`src/rtl/operand_fetch.sv`:
```
// ---------------------------------------------------------------------------
// operand_fetch
//   Decode -> execute pipeline stage. Drives register file read addresses,
//   forwards same-cycle writeback data, keeps a per-register busy scoreboard
//   to stall on RAW/WAW hazards, and holds one valid/ready output slot.
//
// Ports
//   i_Clk, i_Rst            clock, synchronous active-high reset
//   i_InstrValid/o_InstrReady  decoded instruction handshake
//   i_Rs1/i_Rs2/i_Rd, i_UseRs1/i_UseRs2/i_WritesRd, i_Ctrl  instruction fields
//   o_Addr1/o_Addr2, i_RD1/i_RD2  register file read port (combinational)
//   i_WbValid/i_WbAddr/i_WbData   writeback (also the RF write port)
//   o_OpValid/i_OpReady     execute handshake
//   o_Op1/o_Op2/o_Rd/o_WritesRd/o_Ctrl  slot contents
//   o_Busy                  scoreboard, one bit per register (bit 0 always 0)
// ---------------------------------------------------------------------------
module operand_fetch #(
    parameter  int REG_WIDTH  = 32,
    parameter  int REG_DEPTH  = 32,
    parameter  int CTRL_WIDTH = 16,
    localparam int ADDR_W     = $clog2(REG_DEPTH)
) (
    input  logic                  i_Clk,
    input  logic                  i_Rst,
    input  logic                  i_InstrValid,
    output logic                  o_InstrReady,
    input  logic [ADDR_W-1:0]     i_Rs1,
    input  logic [ADDR_W-1:0]     i_Rs2,
    input  logic [ADDR_W-1:0]     i_Rd,
    input  logic                  i_UseRs1,
    input  logic                  i_UseRs2,
    input  logic                  i_WritesRd,
    input  logic [CTRL_WIDTH-1:0] i_Ctrl,
    output logic [ADDR_W-1:0]     o_Addr1,
    output logic [ADDR_W-1:0]     o_Addr2,
    input  logic [REG_WIDTH-1:0]  i_RD1,
    input  logic [REG_WIDTH-1:0]  i_RD2,
    input  logic                  i_WbValid,
    input  logic [ADDR_W-1:0]     i_WbAddr,
    input  logic [REG_WIDTH-1:0]  i_WbData,
    output logic                  o_OpValid,
    input  logic                  i_OpReady,
    output logic [REG_WIDTH-1:0]  o_Op1,
    output logic [REG_WIDTH-1:0]  o_Op2,
    output logic [ADDR_W-1:0]     o_Rd,
    output logic                  o_WritesRd,
    output logic [CTRL_WIDTH-1:0] o_Ctrl,
    output logic [REG_DEPTH-1:0]  o_Busy
);

    logic [REG_DEPTH-1:0] r_Busy;
    logic [REG_DEPTH-1:0] w_Clr;
    logic [REG_DEPTH-1:0] w_Set;
    logic [REG_DEPTH-1:0] w_EBusy;
    logic                 w_Raw1, w_Raw2, w_Waw, w_SlotFree, w_Issue;
    logic [REG_WIDTH-1:0] w_Op1, w_Op2;

    assign o_Addr1 = i_Rs1;
    assign o_Addr2 = i_Rs2;

    // x0 is never tracked: no clear, no set, so it can never hazard.
    for (genvar r = 0; r < REG_DEPTH; r++) begin : g_sb
        if (r == 0) begin : g_zero
            assign w_Clr[r] = 1'b0;
            assign w_Set[r] = 1'b0;
        end else begin : g_reg
            assign w_Clr[r] = i_WbValid & (i_WbAddr == ADDR_W'(r));
            assign w_Set[r] = w_Issue & i_WritesRd & (i_Rd == ADDR_W'(r));
        end
    end

    // A register being written back this cycle no longer blocks issue.
    assign w_EBusy = r_Busy & ~w_Clr;

    assign w_Raw1       = i_UseRs1 & w_EBusy[i_Rs1];
    assign w_Raw2       = i_UseRs2 & w_EBusy[i_Rs2];
    assign w_Waw        = i_WritesRd & w_EBusy[i_Rd];
    assign w_SlotFree   = ~o_OpValid | i_OpReady;
    assign o_InstrReady = w_SlotFree & ~w_Raw1 & ~w_Raw2 & ~w_Waw;
    assign w_Issue      = i_InstrValid & o_InstrReady;

    // The RF write lands at the edge, so its read still returns the old value;
    // a matching writeback must be forwarded instead.
    assign w_Op1 = (i_Rs1 == '0)   ? '0 :
                   w_Clr[i_Rs1]    ? i_WbData : i_RD1;
    assign w_Op2 = (i_Rs2 == '0)   ? '0 :
                   w_Clr[i_Rs2]    ? i_WbData : i_RD2;

    always_ff @(posedge i_Clk) begin
        if (i_Rst) begin
            o_OpValid  <= 1'b0;
            o_Op1      <= '0;
            o_Op2      <= '0;
            o_Rd       <= '0;
            o_WritesRd <= 1'b0;
            o_Ctrl     <= '0;
            r_Busy     <= '0;
        end else begin
            // Set is ORed after clear so a same-cycle reissue keeps the bit.
            r_Busy <= (r_Busy & ~w_Clr) | w_Set;
            if (w_Issue) begin
                o_OpValid  <= 1'b1;
                o_Op1      <= w_Op1;
                o_Op2      <= w_Op2;
                o_Rd       <= i_Rd;
                o_WritesRd <= i_WritesRd;
                o_Ctrl     <= i_Ctrl;
            end else if (i_OpReady) begin
                o_OpValid <= 1'b0;
            end
        end
    end

    assign o_Busy = r_Busy;

endmodule
```
`config.mk`:
```
export PLATFORM = sky130hd
export DESIGN_NAME = operand_fetch
export DESIGN_NICKNAME = d
export VERILOG_FILES = /design/src/rtl/operand_fetch.sv
export SDC_FILE = /design/constraint.sdc
export NUM_CORES = 1
export LEC_CHECK = 0
export ABC_AREA = 1
export CORE_ASPECT_RATIO = 1.5
export CORE_MARGIN = 2
export CORE_UTILIZATION = 45
export DETAILED_ROUTE_END_ITERATION = 8
export PLACE_DENSITY = 0.88
export SLEW_MARGIN = 10
export SYNTH_ARGS = -nofsm -noshare
export SYNTH_HDL_FRONTEND = slang
export SYNTH_SLANG_ARGS = --single-unit
export TNS_END_PERCENT = 5
```
`constraint.sdc`:
```
create_clock -name i_Clk -period 3.1 [get_ports i_Clk]
set_input_delay 0.62 -clock i_Clk [delete_from_list [all_inputs] [get_ports i_Clk]]
set_output_delay 0.62 -clock i_Clk [all_outputs]
set_load 0.005 [all_outputs]
```
======== Word level (Yosys, flattened, before mapping) ========
Cells that the tools add are included.
storage, ports and cells
  memories ................................ 0
  output and inout bits ................... 130
  memory bits (writable) .................. 0
  latch bits .............................. 0
  register bits after elaboration ......... 119
  bits in read-only memories .............. 0
cells by class
  multipliers ............................. 0
  reduce and logical (&&, ||, !) cells .... 3
  bitwise logic cells ..................... 78
  shift-type cells ........................ 0
  order comparisons ....................... 3
  muxes and demuxes ....................... 16
  equal/unequal tests ..................... 62
  add/subtract/negate cells ............... 0
  divide/modulo/power cells ............... 0
operators by type and width
  cell                                                         number
  == test 5 bit (second input constant)                        32
  two-way mux 32 bit                                           4
  == test 5 x 4 -> 1 bit (second input constant)               16
  AND 1 bit                                                    70
  == test 5 x 3 -> 1 bit (second input constant)               8
  AND 32 bit                                                   1
  NOT 32 bit                                                   1
  bitwise OR 32 bit                                            1
  binary-select mux 1 bit (select 5 bit)                       5
  == test 5 x 2 -> 1 bit (second input constant)               4
  less-than comparator 5 x 6 -> 1 bit (second input constant)  3
  == test 5 x 1 -> 1 bit (second input constant)               2
  logical NOT 5 bit                                            2
  two-way mux 1 bit                                            7
  NOT 1 bit                                                    4
  nonzero test 2 bit                                           1
  bitwise OR 1 bit                                             1

======== Depth between registers and ports, before layout ========
  depth in word-level cells ............... 15
  depth in mapped cells ................... 20
  gate-level depth less buffers ........... 19

======== Worst setup path before layout ========
OpenSTA, ideal clock, no wires.
  kind .................................... input to output
  start ................................... input port i_Rs1[1]
  end ..................................... output port o_InstrReady
  setup slack ............................. 0.380 ns
  stages on the path ...................... 13
  data arrival time ....................... 2.100 ns
  buffers on the path ..................... 4
  cells stage by stage .................... buf_2 > nor2_1 > buf_2 > nand2_1 > nand3_1 > nand3_1 > nand2_1 > nand2_1 > nand3_1 > nand3_2 > nor2_4 > buf_6 > buf_6
between the ends
  word-level cells in the longest chain between the ends .. 7
ends and longest elaborated chain
  what                                     RTL line  text
  start, declared                          27        input logic [ADDR_W-1:0] i_Rs1,
  binary-select mux 1 bit (select 5 bit)   75        assign w_Raw1 = i_UseRs1 & w_EBusy[i_Rs1];
  two-way mux 1 bit (not written as such)  75
  AND 1 bit                                75
  NOT 1 bit                                79        assign o_InstrReady = w_SlotFree & ~w_Raw1 & ~w_Raw2 & ~w_Waw;
  AND 1 bit (3 in series)                  79
  end, declared                            26        output logic o_InstrReady,
Every way passes these cells. The select of a mux whose other input is x is not followed.

======== Worst setup path in the final report ========
  start ................................... input port i_WbAddr[3]
  end ..................................... register o_Op1[27]
between the ends
  word-level cells in the longest chain between the ends .. 12
  elaborated cells on any way between the ends .. 84
  those cells by class .................... eq/ne (31); mux (10); bitwise (43)
ends and longest elaborated chain
  what                                                  RTL line  text
  start, declared                                       39        input logic [ADDR_W-1:0] i_WbAddr,
  == test 5 x 1 -> 1 bit, or another cell as far along  67        assign w_Clr[r] = i_WbValid & (i_WbAddr == ADDR_W'(r));
  AND 1 bit                                             67
  NOT 32 bit                                            73        assign w_EBusy = r_Busy & ~w_Clr;
  AND 32 bit                                            73
  binary-select mux 1 bit (select 5 bit)                75
  two-way mux 1 bit (not written as such)               75
  AND 1 bit                                             75
  NOT 1 bit                                             79
  AND 1 bit (3 in series)                               79
  AND 1 bit                                             80        assign w_Issue = i_InstrValid & o_InstrReady;
  end signal, assigned                                  103       o_Op1 <= w_Op1;
  end, declared                                         43        output logic [REG_WIDTH-1:0] o_Op1,
Several ways; a longest one is shown, not always the timed one. The select of a mux whose other input is x is not followed.
A chain may end at the register's enable or synchronous reset.

==> impl_metrics.py <==
metrics = {
    "outcome": {
        "outcome": "complete, no violations",
    },
    "timing": {
        "finalCritPeriodShare": 0.9996,
        "fmax_mhz": 322.7,
        "max_slew_margin": 0.3165,
        "timing.hold.ws_ns": 0.4606,
        "worst_clock_skew_ns": 0.007282,
        "tightest_slew_ns": 1.025,
        "slew_violations": 0,
        "grt_setup_unrepaired": "true",
        "fin_crit_ns": 3.099,
        "setup_viol": 0,
        "final-hold-violation-count": 0,
    },
    "placement": {
        "globalplace.congestion": 1.073,
        "placed_area_sq_mm": 0.01111,
        "portBuffers": 268,
        "place_hpwl_microns": 25550,
    },
    "pwr": {
        "leakagePower_nw": 5.271,
        "clock_power_share": 0.378,
        "seqPwrFrac": 0.320,
        "p_int_mw": 3.618,
        "p_sw_mw": 1.575,
        "powerDensity_mw_per_mm2": 418.7,
        "switching_share": 0.3033,
        "peakVddDrop_mv": 0.4267,
        "comb_power_share": 0.302,
        "p_total_mw": 5.194,
    },
    "synth": {
        "synthesis.nets": 1393,
        "netlist_instances": 1253,
        "synth-adder-area-share": 0,
        "synth.distinct_cells": 30,
        "ys_ff_latch": 118,
        "synth-compound-area-share": 0.1528,
        "yosys-top-cells-area": "dfxtp_1, nand2_1, a21oi_1",
        "synth-xor-area-share": 0,
        "ys_seq_area_frac": 0.3156,
        "synth_top_area_cell": "dfxtp_1",
        "syn_area_sq_mm": 0.007485,
        "synth.area.mux_share": 0,
        "synthSimpleGateAreaFrac": 0.4147,
        "syn_area_per_cell_sq_um": 5.973,
        "synth_top_family_by_area": "simple AND/OR/NAND/NOR gates",
        "synth_top_area_frac": 0.3156,
        "yosys_warnings": 0,
    },
    "setup_path": {
        "cp_top_family": "buffers and inverters",
        "critical-path-max-stage-delay_ns": 0.17,
        "end_kind": "register",
        "crit_path_frequent_cell": "buf_4",
        "crit_path_start_kind": "input pin",
        "slowest_stage": "nand3_4",
        "crit_type": "input pin to register",
        "required_ns": 3.44,
        "cp_max_fo": 6,
        "timing.critical_path.buf_inv": 11,
        "cp.arrival_ns": 3.43,
    },
    "die": {
        "die_h_microns": 162.0,
        "design.core.area_sq_mm": 0.01626,
        "io_pins": 270,
        "rows": 57,
        "dieArea_sq_mm": 0.01770,
        "start_util": 0.4603,
        "chipWidth_microns": 109.3,
    },
    "final_layout": {
        "fill_cells": 1164,
        "final_common_cell": "nand2_1",
        "layout_common_cells": "nand2_1, clkdlybuf4s50_1, a21oi_1, nand3_1, buf_4",
        "postLayoutCellArea_sq_mm": 0.01240,
        "drive_gt1_frac": 0.1810,
        "area_delta_synth_final_pct": 65.73,
        "nets": 1764,
    },
    "detailed_routing": {
        "vias_per_cell": 5.767,
        "vias": 10622,
        "drtIter0Drc": 1033,
        "dr.pass1.iters": 6,
        "wl_microns": 37020,
        "drc": 0,
        "antenna_left": 0,
        "wl_per_cell_microns": 20.10,
    },
    "global_routing": {
        "grt_max_degree": 92,
        "grt_pass1_vias": 10493,
        "overflow": 0,
        "groute.usage.overall": 0.4115,
        "antenna_found_initial": 1,
        "grt_pass1_wl_microns": 55060,
    },
    "flow_run": {
        "maxCapViolations": 0,
    },
    "cts": {
        "clock-sinks": 118,
        "cts_made_buffers": 17,
        "clk_latency_ns": 0.42,
        "tritoncts": "yes",
        "cts_max_level": 4,
        "cts_max_path_buffers": 2,
        "clock-root-buffer": "clkbuf_16",
        "path_clk_slew_ns": 0.06,
    },
    "worst_hold_path": {
        "min_path_type": "register to register",
    },
}
==> what timing repair did <==
item	in CTS	in global routing
resized for setup	93	51
cloned	6	2
setup buffers	19	4
hold buffers	0	0
endpoints found under the setup margin	102	105
pin swaps	23	17
==> metal layers <==
layer  wire length [microns]  track usage  vias to the layer above
met5                       0            0                        -
met4                    4236       0.3884                        0
met3                    3618       0.1200                      280
met2                   17440       0.6835                      765
met1                   11720       0.3968                     4740
li1                        -            -                     4837
==> layout make-up <==
class	count	area (sq um)	area share
Tap cell	206	257.7	0.02078
Clock inverter	10	131.4	0.01059
Multi-Input combinational cell	955	4571	0.3685
Clock buffer	20	446.7	0.03601
Antenna cell	1	2.502	0.0002017
Sequential cell	118	2362	0.1904
Inverter	88	345.3	0.02784
Timing Repair Buffer	444	4288	0.3457
==> power by group through the flow <==
stage                     logic, mW  registers [mW]  clock network, mW
after floorplan               0.664            1.69                  0
after global placement         1.32            1.69                  0
after detailed placement       1.34            1.69                  0
after CTS                      1.47            1.66               1.97
after global routing           1.66            1.67               2.04
final                          1.57            1.66               1.96
==> cells by family (layout without fill, tap and decap cells) <==
kind of cell	count (synthesis)	in the layout
simple gates	739	740
flops	118	118
buf+inv	181	562
compound gates	214	214
other cells	1	2
==> worst paths after layout <==
path,start,to,slack [ns],cells past startpoint
setup / recovery,i_WbAddr[3],o_Op1[27]$_SDFFE_PP0P_,0.001,25
setup reg to reg,o_Busy[7]$_SDFF_PP0_,o_Op1[24]$_SDFFE_PP0P_,0.64,13
hold reg to reg,o_Rd[1]$_SDFFE_PP0P_,o_Rd[1]$_SDFFE_PP0P_,0.46,2
hold / removal,o_Rd[1]$_SDFFE_PP0P_,o_Rd[1]$_SDFFE_PP0P_,0.46,2
==> stage by stage <==
stage / util / setup slack (ns) / cells / TNS [ns]
after floorplan: - / 0.3803 / 1253 / 0
after global placement: 0.6834 / -0.6830 / 1782 / -68.06
after detailed placement: 0.6834 / -0.6920 / 1782 / -68.93
after CTS: 0.7534 / 0.001773 / 1837 / 0
after global routing: 0.7629 / -0.09639 / 1842 / -0.2456
final: 0.7629 / 0.001206 / 1842 / 0
==> flip-flops by register name (all words and copies together) (netlist names) <==
register    flops
o_Busy         31
o_Op1          32
o_OpValid       1
o_Rd            5
o_Op2          32
o_WritesRd      1
o_Ctrl         16
==> cell usage after synthesis <==
| library cell | number |
|---|---|
| a21oi_1 | 175 |
| nor2_2 | 4 |
| dfxtp_1 | 118 |
| inv_2 | 3 |
| nand2_2 | 1 |
| o211ai_1 | 17 |
| nand4_1 | 20 |
| buf_4 | 16 |
| nor4_1 | 1 |
| nand3_2 | 2 |
| clkinv_1 | 6 |
| nor2_1 | 137 |
| nand3b_1 | 1 |
| a22o_1 | 1 |
| o21ai_1 | 2 |
| nor2_4 | 3 |
| o22ai_1 | 1 |
| buf_1 | 4 |
| nand2_1 | 389 |
| buf_2 | 21 |
| inv_1 | 79 |
| buf_6 | 14 |
| o21bai_1 | 3 |
| a31oi_1 | 2 |
| a211oi_1 | 6 |
| o21ai_0 | 7 |
| clkbuf_1 | 38 |
| nand3_1 | 166 |
| conb_1 | 1 |
| nor3_1 | 15 |
==> worst register-to-register path, stage by stage (launching register included) <==
cell and delay (ns):
dfxtp_1 0.38, nand2_1 0.13, o21ai_0 0.24, o21bai_2 0.11, a21oi_4 0.22, a21oi_2 0.08, nor2_2 0.17, nor2_4 0.06
buf_6 0.20, nand2_4 0.15, buf_12 0.28, nand2_1 0.16, nand2_1 0.09, nor2_1 0.08
Note: power is estimated with default switching activity, not from simulation.
==> patch 1 (same flow settings) <==
Change the parameter `CTRL_WIDTH` from 16 to 12.
--- a/src/rtl/operand_fetch.sv
+++ b/src/rtl/operand_fetch.sv
@@ -19,3 +19,3 @@
     parameter  int REG_DEPTH  = 32,
-    parameter  int CTRL_WIDTH = 16,
+    parameter  int CTRL_WIDTH = 12,
     localparam int ADDR_W     = $clog2(REG_DEPTH)
Interface: changed (resized i_Ctrl and o_Ctrl); port bits go from 270 to 262. The function was not compared with the original's and may differ.
==> patch 1 against the unedited design <==
Synthesized area decreased by 2.0%. Worst setup slack improved by 0.080 ns. Critical path type is now in2out. Largest power group unchanged. Sequential share of layout area decreased by 0.13 points. Highest routed layer unchanged. Wire length decreased by 2.4%. First-iteration DRC count increased by 27%. Global-route usage decreased by 0.92 points. Total power decreased by 4.1%. Combinational power decreased by 3%. Final area decreased by 2.7%. Critical path depth decreased by 9. Sequential cell count decreased by 4. Maximum frequency increased by 2.7%. Die area decreased by 2.0%.
==> patch 1: results (changes against the unedited design) <==
worst setup path end -> o_InstrReady
Synth Net Count -> 1,400 (+0.50%)
DR WL/cell -> 19.6 um (-2.4%)
layout cell share with drive strength beyond 1 -> 0.177 (-0.00389)
number of global-route vias before repair -> 10,100 (-3.9%)
Final Hold Slack -> 0.442 ns (-0.0182 ns)
startpoint of the worst setup timing path -> i_WbAddr[1]
part of the total power dissipated in sequential elements -> 0.327 (+0.007)
minimum setup slack after placement -> -0.764 ns (-0.0720 ns)
Clock Skews -> 0.0111 ns (+0.00379 ns)
GR met1 Demand/Resource -> 0.410 (+0.0135)
number of placed instances, taps included -> 1,794 (+0.67%)
slew at the pin closest to its max-slew limit -> 0.837 ns (-0.188 ns)
hold wc startpoint -> i_Rst
worst setup slack for register-to-register paths -> 0.57 ns (-0.07 ns)
DRT Wirelength -> 36,100 um (-2.4%)
routability congestion estimate from global placement -> 1.03 (-4.1%)
classification of the worst-slack hold path -> in2reg
Port Buffer Count -> 260 (-3.0%)
result of the run -> completed
worst r2r dst -> o_Op2[29]
biggest fanout along the worst timing path -> 4 (-2)
library cells used by synthesis -> 24 (-20%)
part of the total power dissipated in the clock network -> 0.368 (-0.010)
top cells by area, synth -> sky130_fd_sc_hd__dfxtp_1 (31%), sky130_fd_sc_hd__nand2_1 (19%), sky130_fd_sc_hd__a21oi_1 (11%)
largest net degree at the start of global routing -> 76 (-17%)
count of fill cells added during filler insertion -> 1,234 (+6.0%)
Diodes inserted -> 0 (-1)
largest incremental delay on the critical path -> 0.22 ns (+0.05 ns)
largest delay contributor family on the critical path -> simple AND/OR/NAND/NOR gates
net switching component of the power -> 0.00157 W (about the same)
Synth Area per Inst -> 5.80 um2 (-2.9%)
cell with the largest stage delay on the worst path -> sky130_fd_sc_hd__clkdlybuf4s15_2
[patch 1: cell types whose count changed in the layout (fill, tap and decap cells not counted), moves of 6 or more]
cell                              delta
sky130_fd_sc_hd__a21oi_2             -9
sky130_fd_sc_hd__clkdlybuf4s50_1     -8
sky130_fd_sc_hd__o21ai_1            +12
sky130_fd_sc_hd__nand2_1            -37
sky130_fd_sc_hd__nand2_2            +16
sky130_fd_sc_hd__nand4_1            +13
sky130_fd_sc_hd__nand3b_1           +16
sky130_fd_sc_hd__nand3_2             -6
sky130_fd_sc_hd__nor2_1             +24
sky130_fd_sc_hd__nand3_1            -32
sky130_fd_sc_hd__buf_4               +6
sky130_fd_sc_hd__inv_1              +36
[patch 1: final cells by class]
class	instances	area share
Timing Repair Buffer	435	0.340
Timing Repair inverter	1	0.000622
Clock buffer	19	0.0375
Inverter	117	0.0366
Tap cell	206	0.0214
Multi-Input combinational cell	940	0.367
Sequential cell	114	0.189
Clock inverter	11	0.00747
==> patch 2 (config.mk and constraints unchanged) <==
Made on the original files. Reset style: asynchronous (`i_Rst`), changed in one clocked block. Comments in the files are not updated.
--- a/src/rtl/operand_fetch.sv
+++ b/src/rtl/operand_fetch.sv
@@ -88,3 +88,3 @@
 
-    always_ff @(posedge i_Clk) begin
+    always_ff @(posedge i_Clk or posedge i_Rst) begin
         if (i_Rst) begin
Check against the original RTL: differs if i_Rst is asserted again (counterexample within 4 cycles, from zero or initial values and one cycle with i_Rst high); with i_Rst held inactive, the same outputs for 4 cycles.
==> patch 2 against the unedited design <==
Sequential share of layout area grew 4.2 points. Count of clock-buffer cells in the layout fell by 2. Synthesized area grew 3.4%. Wire length decreased by 9.5%. Clock skew is 0.0061 ns higher. Final area grew 2.2%. Sequential cell count unchanged. Total power up 35%. Die area is 3.3% higher. Synthesized cell count grew 0.32%. Worst setup slack gained 0.093 ns. Global-route usage down 5.6 points. Largest power group is now combinational logic. Non-clock buffer count shrank 22. Final cell count decreased by 0.16%.
==> patch 2: results (changes against the unedited design) <==
DRT Wirelength -> 33,500 um (-9.5%)
HPWL after detailed placement -> 24,400 um (-4.7%)
top cells by area, synth -> sky130_fd_sc_hd__dfrtp_1 (38%), sky130_fd_sc_hd__nand2_1 (26%), sky130_fd_sc_hd__nand3_1 (10%)
power attributed to the clock group -> 0.00222 W (+13%)
data arrival time of the worst path -> 2.39 ns (-1.04 ns)
DP Area -> 11,500 um2 (+3.1%)
number of global-route vias before repair -> 9,888 (-5.8%)
Iteration-0 DRC Markers -> 827 (-20%)
count of fill cells added during filler insertion -> 1,220 (+4.8%)
largest delay contributor family on the critical path -> simple AND/OR/NAND/NOR gates
layout cell share with drive strength beyond 1 -> 0.167 (-0.0141)
async set-or-reset flop fraction in the synthesized netlist -> 1.00 (+1.00)
biggest fanout along the worst timing path -> 5 (-1)
clock tree root driver cell -> sky130_fd_sc_hd__clkbuf_16
peak supply drop -> 0.524 mV (+23%)
Port Buffer Count -> 268 (unchanged)
Synth Area per Inst -> 6.16 um2 (+3.0%)
largest incremental delay on the critical path -> 0.15 ns (-0.02 ns)
average vias per placed instance -> 5.48 (-5.0%)
first-pass GRT wire length -> 50,900 um (-7.6%)
leakage power -> 6.46 nW (+22%)
Synth Net Count -> 1,397 (+0.29%)
Worst-Skew Late Latency -> 0.42 ns (about the same)
sequential-to-total area share from yosys stat -> 0.382 (+0.0660)
antenna violations before repair -> 0 (-1)
nets@finish -> 1,756 (-0.45%)
DR top layer -> met4
fraction of met3 tracks used by global routing -> 0.0804 (-0.0396)
GR met1 Demand/Resource -> 0.359 (-0.0381)
result of the run -> completed
met2 demand-to-capacity share in global routing -> 0.645 (-0.0385)
TritonCTS buffer count -> 17 (unchanged)
Bufs on Longest Clock Path -> 2 (unchanged)
Clock Skews -> 0.0134 ns (+0.00611 ns)
Clock H-tree levels -> 4 (unchanged)
WL met3 -> 2670 um (-26%)
cell with the largest stage delay on the worst path -> sky130_fd_sc_hd__buf_4
via total after detailed routing -> 10,100 (-5.2%)
most used standard cells in the synthesized netlist -> sky130_fd_sc_hd__nand2_1 (527), sky130_fd_sc_hd__nor2_1 (194), sky130_fd_sc_hd__nand3_1 (158), sky130_fd_sc_hd__dfrtp_1 (118), sky130_fd_sc_hd__inv_1 (71)
detailed-routed wire length on met2 -> 17,000 um (-2.3%)
met1 wire length -> 11,100 um (-4.9%)
Synth Flop Type -> sky130_fd_sc_hd__dfrtp_1
routability congestion estimate from global placement -> 0.977 (-9.0%)
library cells used by synthesis -> 23 (-23%)
switching portion of total power -> 0.320 (+0.0163)
GRT Resource Usage Total -> 0.355 (-0.0564)
Worst R2R Path Depth -> 15 (+2)
slew at the pin closest to its max-slew limit -> 0.694 ns (-0.332 ns)
part of the total power dissipated in sequential elements -> 0.317 (-0.003)
largest net degree at the start of global routing -> 119 (+29%)
Diodes inserted -> 0 (-1)
patch 2: changes by cell type in the layout (fill, tap and decap cells not counted), sizes merged, moves of 14 or more:
| cell | change |
|---|---|
| a21oi | -150 |
| nor3 | -14 |
| dfrtp | +118 |
| dfxtp | -118 |
| nand2 | +136 |
| nor2 | +54 |
| o21ai | +21 |
| buf | -24 |
patch 2: logic make-up after synthesis:
kind of cell | count (synthesis) | share of synthesized area
and+or+nand+nor | 901 | 0.470
DFF | 118 | 0.382
other | 1 | 0.000485
AOI/OAI and AO/OA | 82 | 0.0614
buffers and inverters | 155 | 0.0868
patch 2: final cells by class:
type	count	area share
clock inverters	14	0.0176
well taps	210	0.0207
clock buffers	18	0.0346
multi-input cells	984	0.354
flip-flops and latches	118	0.233
repair buffers	422	0.318
inverters	73	0.0221
patch 2: path summary, 6_finish.rpt:
kind	slack [ns]	endpoint	startpoint
worst max-delay path	0.09	o_InstrReady	i_WbAddr[0]
worst min-delay path	0.47	o_Op2[12]	o_Op2[12]
worst max register to register	0.63	o_Busy[20]	o_Busy[31]
worst min register to register	0.47	o_Op2[12]	o_Op2[12]
max in group asynchronous	1.83	o_Ctrl[10]	i_Rst
min in group asynchronous	0.70	o_Busy[24]	i_Rst
patch 2: stage by stage:
step	utilization	power [W]	setup WS [ns]	setup TNS [ns]
6_report	0.753	0.00700	0.0937	0
5_1_grt	0.753	0.00733	-0.0274	-0.0274
4_1_cts	0.749	0.00698	0.0116	0
3_5_place_dp	0.681	0.00466	-0.697	-49.88
3_3_place_gp	0.681	0.00460	-0.702	-49.13
2_1_floorplan	-	0.00310	0.268	0
patch 2: timing repair:
action	CTS	global route
cloned	2	0
buffers inserted	12	8
setup endpoints to repair	78	70
gates resized for setup	110	24
pin swaps	20	10
